$ cat src/rtl/rst_supervisor_pkg.sv
// Shared state encoding and sizing helpers for the reset supervisor.
package rst_supervisor_pkg;

  localparam logic [1:0] HOLD   = 2'd0;
  localparam logic [1:0] STABLE = 2'd1;
  localparam logic [1:0] RUN    = 2'd2;
  localparam logic [1:0] SWRST  = 2'd3;

  typedef enum logic [1:0] {
    StHold   = HOLD,
    StStable = STABLE,
    StRun    = RUN,
    StSwRst  = SWRST
  } state_e;

  // Shared lock-stable / sw-reset counter width, never below one bit.
  function automatic int unsigned cnt_width(int unsigned a, int unsigned b);
    int unsigned m;
    m = (a > b) ? a : b;
    return (m > 1) ? $clog2(m) : 1;
  endfunction

endpackage

$ cat src/rtl/rst_supervisor_sync_debounce.sv
// Two-flop synchronizer followed by a restart-on-change debounce counter.
module sync_debounce #(
  parameter int unsigned DEBOUNCE_CYCLES = 16
) (
  input  logic clk_i,
  input  logic rst_ni,
  input  logic async_i,
  output logic sync_o,
  output logic deb_o
);

  localparam int unsigned DW = (DEBOUNCE_CYCLES > 1) ? $clog2(DEBOUNCE_CYCLES) : 1;

  logic          s1_q, s2_q;
  logic          deb_q, deb_d;
  logic [DW-1:0] cnt_q, cnt_d;

  always_ff @(posedge clk_i) begin
    if (!rst_ni) begin
      s1_q  <= 1'b0;
      s2_q  <= 1'b0;
      deb_q <= 1'b0;
      cnt_q <= '0;
    end else begin
      s1_q  <= async_i;
      s2_q  <= s1_q;
      deb_q <= deb_d;
      cnt_q <= cnt_d;
    end
  end

  always_comb begin
    deb_d = deb_q;
    cnt_d = '0;
    if (s2_q != deb_q) begin
      if (cnt_q == DW'(DEBOUNCE_CYCLES - 1)) begin
        deb_d = s2_q;
      end else begin
        cnt_d = cnt_q + 1'b1;
      end
    end
  end

  assign sync_o = s2_q;
  assign deb_o  = deb_q;

endmodule

$ cat src/rtl/rst_supervisor.sv
// Qualifies PLL lock and board button into a single system reset, with sw reset and loss count.
module rst_supervisor
  import rst_supervisor_pkg::*;
#(
  parameter int unsigned DEBOUNCE_CYCLES    = 16,
  parameter int unsigned LOCK_STABLE_CYCLES = 64,
  parameter int unsigned RST_HOLD_CYCLES    = 16,
  parameter int unsigned CNT_W              = 8
) (
  input  logic             wb_clk_i,
  input  logic             wb_rst_n_i,
  input  logic             pll_lock_i,
  input  logic             btn_rst_n_i,
  input  logic             sw_rst_req_i,
  input  logic             clr_cnt_i,
  output logic             sys_rst_o,
  output logic             locked_o,
  output logic [1:0]       state_o,
  output logic [CNT_W-1:0] loss_cnt_o
);

  localparam int unsigned CW = cnt_width(LOCK_STABLE_CYCLES, RST_HOLD_CYCLES);

  logic             lock1_q, lock2_q;
  logic             btn_deb;
  logic             btn_sync_unused;
  state_e           state_q, state_d;
  logic [CW-1:0]    cnt_q, cnt_d;
  logic [CNT_W-1:0] loss_q, loss_d;
  logic             loss_inc;
  logic             sys_rst_q;

  sync_debounce #(
    .DEBOUNCE_CYCLES(DEBOUNCE_CYCLES)
  ) u_btn (
    .clk_i  (wb_clk_i),
    .rst_ni (wb_rst_n_i),
    .async_i(btn_rst_n_i),
    .sync_o (btn_sync_unused),
    .deb_o  (btn_deb)
  );

  always_ff @(posedge wb_clk_i) begin
    if (!wb_rst_n_i) begin
      lock1_q   <= 1'b0;
      lock2_q   <= 1'b0;
      state_q   <= StHold;
      cnt_q     <= '0;
      loss_q    <= '0;
      sys_rst_q <= 1'b1;
    end else begin
      lock1_q   <= pll_lock_i;
      lock2_q   <= lock1_q;
      state_q   <= state_d;
      cnt_q     <= cnt_d;
      loss_q    <= loss_d;
      sys_rst_q <= (state_d != StRun);
    end
  end

  // Button press outranks lock loss, which outranks a sw reset request.
  always_comb begin
    state_d  = state_q;
    cnt_d    = cnt_q;
    loss_inc = 1'b0;
    if (!btn_deb) begin
      state_d = StHold;
      cnt_d   = '0;
    end else begin
      unique case (state_q)
        StHold: begin
          cnt_d = '0;
          if (lock2_q) state_d = StStable;
        end
        StStable: begin
          if (!lock2_q) begin
            state_d = StHold;
            cnt_d   = '0;
          end else if (cnt_q == CW'(LOCK_STABLE_CYCLES - 1)) begin
            state_d = StRun;
            cnt_d   = '0;
          end else begin
            cnt_d = cnt_q + 1'b1;
          end
        end
        StRun: begin
          cnt_d = '0;
          if (!lock2_q) begin
            state_d  = StHold;
            loss_inc = 1'b1;
          end else if (sw_rst_req_i) begin
            state_d = StSwRst;
          end
        end
        StSwRst: begin
          if (cnt_q == CW'(RST_HOLD_CYCLES - 1)) begin
            state_d = lock2_q ? StRun : StHold;
            cnt_d   = '0;
          end else begin
            cnt_d = cnt_q + 1'b1;
          end
        end
        default: begin
          state_d = StHold;
          cnt_d   = '0;
        end
      endcase
    end
  end

  always_comb begin
    loss_d = loss_q;
    if (clr_cnt_i) begin
      loss_d = loss_inc ? CNT_W'(1) : '0;
    end else if (loss_inc && (loss_q != {CNT_W{1'b1}})) begin
      loss_d = loss_q + 1'b1;
    end
  end

  assign sys_rst_o  = sys_rst_q;
  assign locked_o   = lock2_q;
  assign state_o    = state_q;
  assign loss_cnt_o = loss_q;

endmodule

$ cat config.mk
export PLATFORM = sky130hd
export DESIGN_NAME = rst_supervisor
export DESIGN_NICKNAME = d
export VERILOG_FILES = /design/src/rtl/rst_supervisor_pkg.sv /design/src/rtl/rst_supervisor_sync_debounce.sv /design/src/rtl/rst_supervisor.sv
export SDC_FILE = /design/constraint.sdc
export NUM_CORES = 1
export LEC_CHECK = 0
export CAP_MARGIN = 10
export CORE_MARGIN = 3
export CORE_UTILIZATION = 35
export DETAILED_ROUTE_END_ITERATION = 8
export GPL_TIMING_DRIVEN = 0
export RECOVER_POWER = 100
export SLEW_MARGIN = 20
export SYNTH_ARGS = -nofsm -noshare
export SYNTH_HDL_FRONTEND = slang
export SYNTH_HIERARCHICAL = 1
export SYNTH_SLANG_ARGS = --single-unit
$ cat constraint.sdc
create_clock -name wb_clk_i -period 1.52 [get_ports wb_clk_i]
set_clock_uncertainty 0.1 [all_clocks]
set_input_delay 0.228 -clock wb_clk_i [delete_from_list [all_inputs] [get_ports wb_clk_i]]
set_output_delay 0.228 -clock wb_clk_i [all_outputs]
set_load 0.01 [all_outputs]
After elaboration in Yosys (flattened, before gate mapping)
Index checks and enable logic that the tools add are counted.

storage, ports and cells
  bits in registers = 26
  latch bits = 0
  memory bits (writable) = 0
  memory bits (read-only) = 0
  bits of input ports = 6
  output and inout port bits = 12
  logic and storage cells = 50
  memories = 0

operators by class
  add/sub/neg operators = 3
  $mul = 0
  divide/modulo/power cells = 0
  $lt $le $gt $ge = 0
  equal/unequal tests = 9
  shift-type cells = 0
  muxes and demuxes = 19
  bitwise gates (word level) = 2
  reduce and logical (&&, ||, !) cells = 7

operators by type and width
  operator               number
  $mux W6                3
  $pmux W6 S3            1
  $mux W2                8
  $mux W8                2
  $add A8 B1 Y8 const B  1
  $ne A8 B8 Y1 const B   1
  $pmux W2 S4            1
  $add A6 B1 Y6 const B  1
  $eq A6 B4 Y1 const B   1
  $eq A6 B6 Y1 const B   1
  $add A4 B1 Y4 const B  1
  $eq A2 B2 Y1 const B   2
  $eq A4 B4 Y1 const B   1
  $mux W1                4
  $reduce_and A2 Y1      2
  $reduce_or A3 Y1       1
  $eq A2 B1 Y1 const B   1
  $logic_not A2 Y1       1
  $ne A2 B2 Y1 const B   1
  $not A1 Y1             2
  $reduce_bool A2 Y1     1
  $reduce_or A2 Y1       1
  $logic_and A1 B1 Y1    1
  $ne A1 B1 Y1           1

Longest topological paths before layout
  depth in word-level cells = 6
  depth in mapped cells = 5
  gate-level depth less buffers = 5

Hierarchy
The synthesis kept the hierarchy.

modules (own cells, without submodules)
  module          instances  cells an instance  area each (um^2)  sequential area each (um^2)
  rst_supervisor  1          96                 885.8             380.4
  sync_debounce   1          23                 245.2             140.1

Worst setup path before layout
OpenSTA, ideal clock, no wires.

  kind = register -> register
  start point = reg, netlist name cnt_q[0]
  end point = reg sys_rst_q, in the netlist sys_rst_o
  setup time = 133 ps
  arrival time = 1356 ps
  required time = 1287 ps
  setup slack = -69 ps
  cell stages (with the launch flop) = 6
  path buffers = 0
  clock period less this slack = 1589 ps
  cell sequence = dfxtp_1 > ha_1 > nand3_2 > o311a_2 > a211oi_1 > nand4_1

RTL lines
  item                  line                  source
  to (signal assigned)  rst_supervisor.sv:57  sys_rst_q <= (state_d != StRun);
  to (decl)             rst_supervisor.sv:31  logic sys_rst_q;

==> metrics.md <==
| Metric | Value |
|---|---|
| Post-Syn Area | `approximately 1100 µm²` |
| Switch share | `0.187` |
| Htree depth | `1` |
| Total Wirelength | `2080 µm` |
| Core footprint | `3080 µm²` |
| Unique masters post-synth | `31` |
| Clock latency on the worst-skew pair | `between 300 and 400 ps` |
| Standard-cell rows | `20` |
| Syn avg cell area | `between 9 and 10 µm²` |
| Drt via density | `~4.8` |
| Area of the multi-input gates | `~660 µm²` |
| Worst Path Max Fanout | `7` |
| Die height | `62.8 µm` |
| TritonCTS buffer count | `3` |
| Dpl ws | `-170 ps` |
| Initial Util | `0.367` |
| Hold_ws | `351 ps` |
| Worst-Margin Slew | `408 ps` |
| Hold Crit Class | `reg -> reg` |
| Final min period | `around 1500 ps` |
| CP Class | `reg -> reg` |
| Number of global-route vias before repair | `855` |
| Post-detail-place hpwl | `roughly 1400 µm` |
| TritonCTS clock tree | `done` |
| Power Density | `776 nW/µm²` |
| Layout Utilization | `0.498` |
| Peak VDD IR | `between 300 and 400 µV` |
| Post-Syn Nets | `128` |
| Antenna violations before repair | `0` |
| Asr flop ratio synth | `0` |
| Wirelength per Cell | `around 11 µm` |
| Max Root-Sink Buffers | `2` |
| Final slew viol count | `0` |
| Post-synthesis sequential area ratio | `0.460` |
| Post-synth EDFFs | `0` |
| Gr ovfl total | `0` |
| Combinational cell fraction of total power | `0.034` |
| Max-Slew Margin vs Limit | `0.727` |
| Clock Sinks | `26` |
| Design Power | `~1.2 mW` |
| Clk network pwr share | `0.394` |
| Layout overhead on the synthesized area | `35.5%` |
| Die area | `3950 µm²` |
| FF/Latch Area | `547 µm²` |
| Final nets | `156` |
| CTS Root Cell | `clkbuf_4` |
| Gpl congestion | `0.802` |
| Worst setup EP type | `register` |
| Yosys reg bits | `26` |
| Total vias in the final route | `911` |
| Fmax achieved | `just under 0.7 GHz` |
| Max_cap viols | `0` |
| Most frequent cells in the layout | `17 x nor2_1, 17 x dfxtp_1, 11 x dlygate4sd2_1` |
| Critical Path RT | `1610 ps` |
| Setup ws final | `~58 ps` |
| Antenna Nets Post-Route | `0` |
| Cts hold-fix bufs | `0` |
| Leak | `0.614 nW` |
| Final Hold Fails | `0` |
| Status | `complete, no violations` |
| Commonest register cell after synthesis | `dfxtp_1` |
| Drt first pass iters | `4` |
| Post-synthesis instance total | `between 100 and 150` |
| Tcrit/Tclk final | `0.962` |
| Largest net degree at the start of global routing | `16` |
| Placed insts | `180` |
| Initial DRC count | `20` |
| Die width | `62.8 µm` |
| ANT cells | `0` |
| RSZ-0062 raised after global routing | `true` |
| Global-route wire length before repair | `3590 µm` |
| GRT Overall Usage | `0.108` |
| Int Power | `966 µW` |
| Num ports | `18` |
| Critical path launch point type | `register` |
| Clock Pin Slew Worst Setup and Hold Paths | `140 ps` |
| Post-Layout Cell Count | `190` |
| Sequential power share | `0.572` |
| Synth warn | `6` |
| Share of cells above drive strength 1 | `0.247` |
| P_sw | `around 220 µW` |
| Worst Path Arrival | `1560 ps` |
| DRC viols | `0` |
| Finish-stage setup viols | `0` |
| FILL cells | `303` |
| I/O Buffers | `17` |
## critical path, stage by stage (launching register included)
cell and delay, ps:
dfxtp_2 380, ha_4 150, nand3_4 100, o311a_4 330
a211oi_2 180, nand4_1 110
## stage by stage
step	instance area (µm²)	setup TNS [ps]
5_1_grt	1530	-151
4_1_cts	1500	-3.91
3_5_place_dp	1360	-1200
2_1_floorplan	1140	0
3_3_place_gp	1360	-809
6_report	1530	0
## area by class of cell
type                       count  area share
multi-input combinational     88       0.429
inverter                       5      0.0122
clock buffer                   3      0.0147
clock inverter                 1      0.0196
timing repair buffer          23       0.131
sequential                    26       0.357
tap                           44      0.0359
## power by group through the flow
stage	Clock, mW	Sequential, mW	Combinational (mW)
after detailed placement	0	0.706	0.0369
after global routing	0.516	0.681	0.0453
final	0.468	0.680	0.0406
after global placement	0	0.706	0.0363
after floorplan	0	0.706	0.0149
after CTS	0.484	0.680	0.0400
## registers in the layout (all words and copies together) (netlist names)
signal	cells
state_o	2
lock1_q	1
u_btn/sync_o	1
u_btn/s1_q	1
loss_cnt_o	8
u_btn/cnt_q	4
u_btn/deb_o	1
locked_o	1
cnt_q	6
sys_rst_o	1
## logic make-up (layout without fill, tap and decap cells)
family          after synthesis  count (layout)  synth area share
xor+xnor                      9               9            0.0697
buf+inv                       5              32            0.0166
flops                        26              26             0.460
fa+ha+maj                     3               3            0.0332
mux                           3               3            0.0265
simple gates                 50              50             0.242
compound gates               23              23             0.152
## Yosys cell counts, types with 2 or more instances
library cell | count | area (µm²)
a211oi_1 | 3 | 22.5
a21oi_1 | 5 | 25.0
and2_1 | 5 | 31.3
and3_1 | 2 | 12.5
and3_2 | 2 | 15.0
dfxtp_1 | 26 | 521
ha_1 | 3 | 37.5
inv_1 | 5 | 18.8
mux2i_1 | 3 | 30.0
nand2_1 | 9 | 33.8
nand3_1 | 6 | 30.0
nor2_1 | 17 | 63.8
o21ai_0 | 5 | 25.0
o21bai_1 | 2 | 15.0
or3_1 | 3 | 18.8
xnor2_1 | 2 | 17.5
xor2_1 | 7 | 61.3
## layer usage
| layer | global-route usage | up-vias | wire length, µm |
|---|---|---|---|
| met5 | 0 | - | 0 |
| met2 | 0.174 | 14 | 1010 |
| met1 | 0.143 | 420 | 997 |
| li1 | - | 475 | - |
| met3 | 0.0234 | 2 | 67 |
| met4 | 0.0358 | 0 | 9 |
## path summary, 6_finish.rpt
kind / slack (ps) / startpoint / cells after the start / end
max: 60 / cnt_q[0]$_SDFF_PN0_ / 5 / sys_rst_o$_SDFF_PN1_
min: 350 / lock1_q$_SDFF_PN0_ / 1 / locked_o$_SDFF_PN0_
max reg2reg: 60 / cnt_q[0]$_SDFF_PN0_ / 5 / sys_rst_o$_SDFF_PN1_
min reg2reg: 350 / lock1_q$_SDFF_PN0_ / 1 / locked_o$_SDFF_PN0_
## what timing repair did
item                                   in CTS  in global routing
endpoints found under the hold margin       0                  0
buffers inserted                            5                  1
pin swaps                                   3                  4
gates resized for setup                    33                  8
setup endpoints to repair                  23                 11
(Power assumes the default switching activity.)
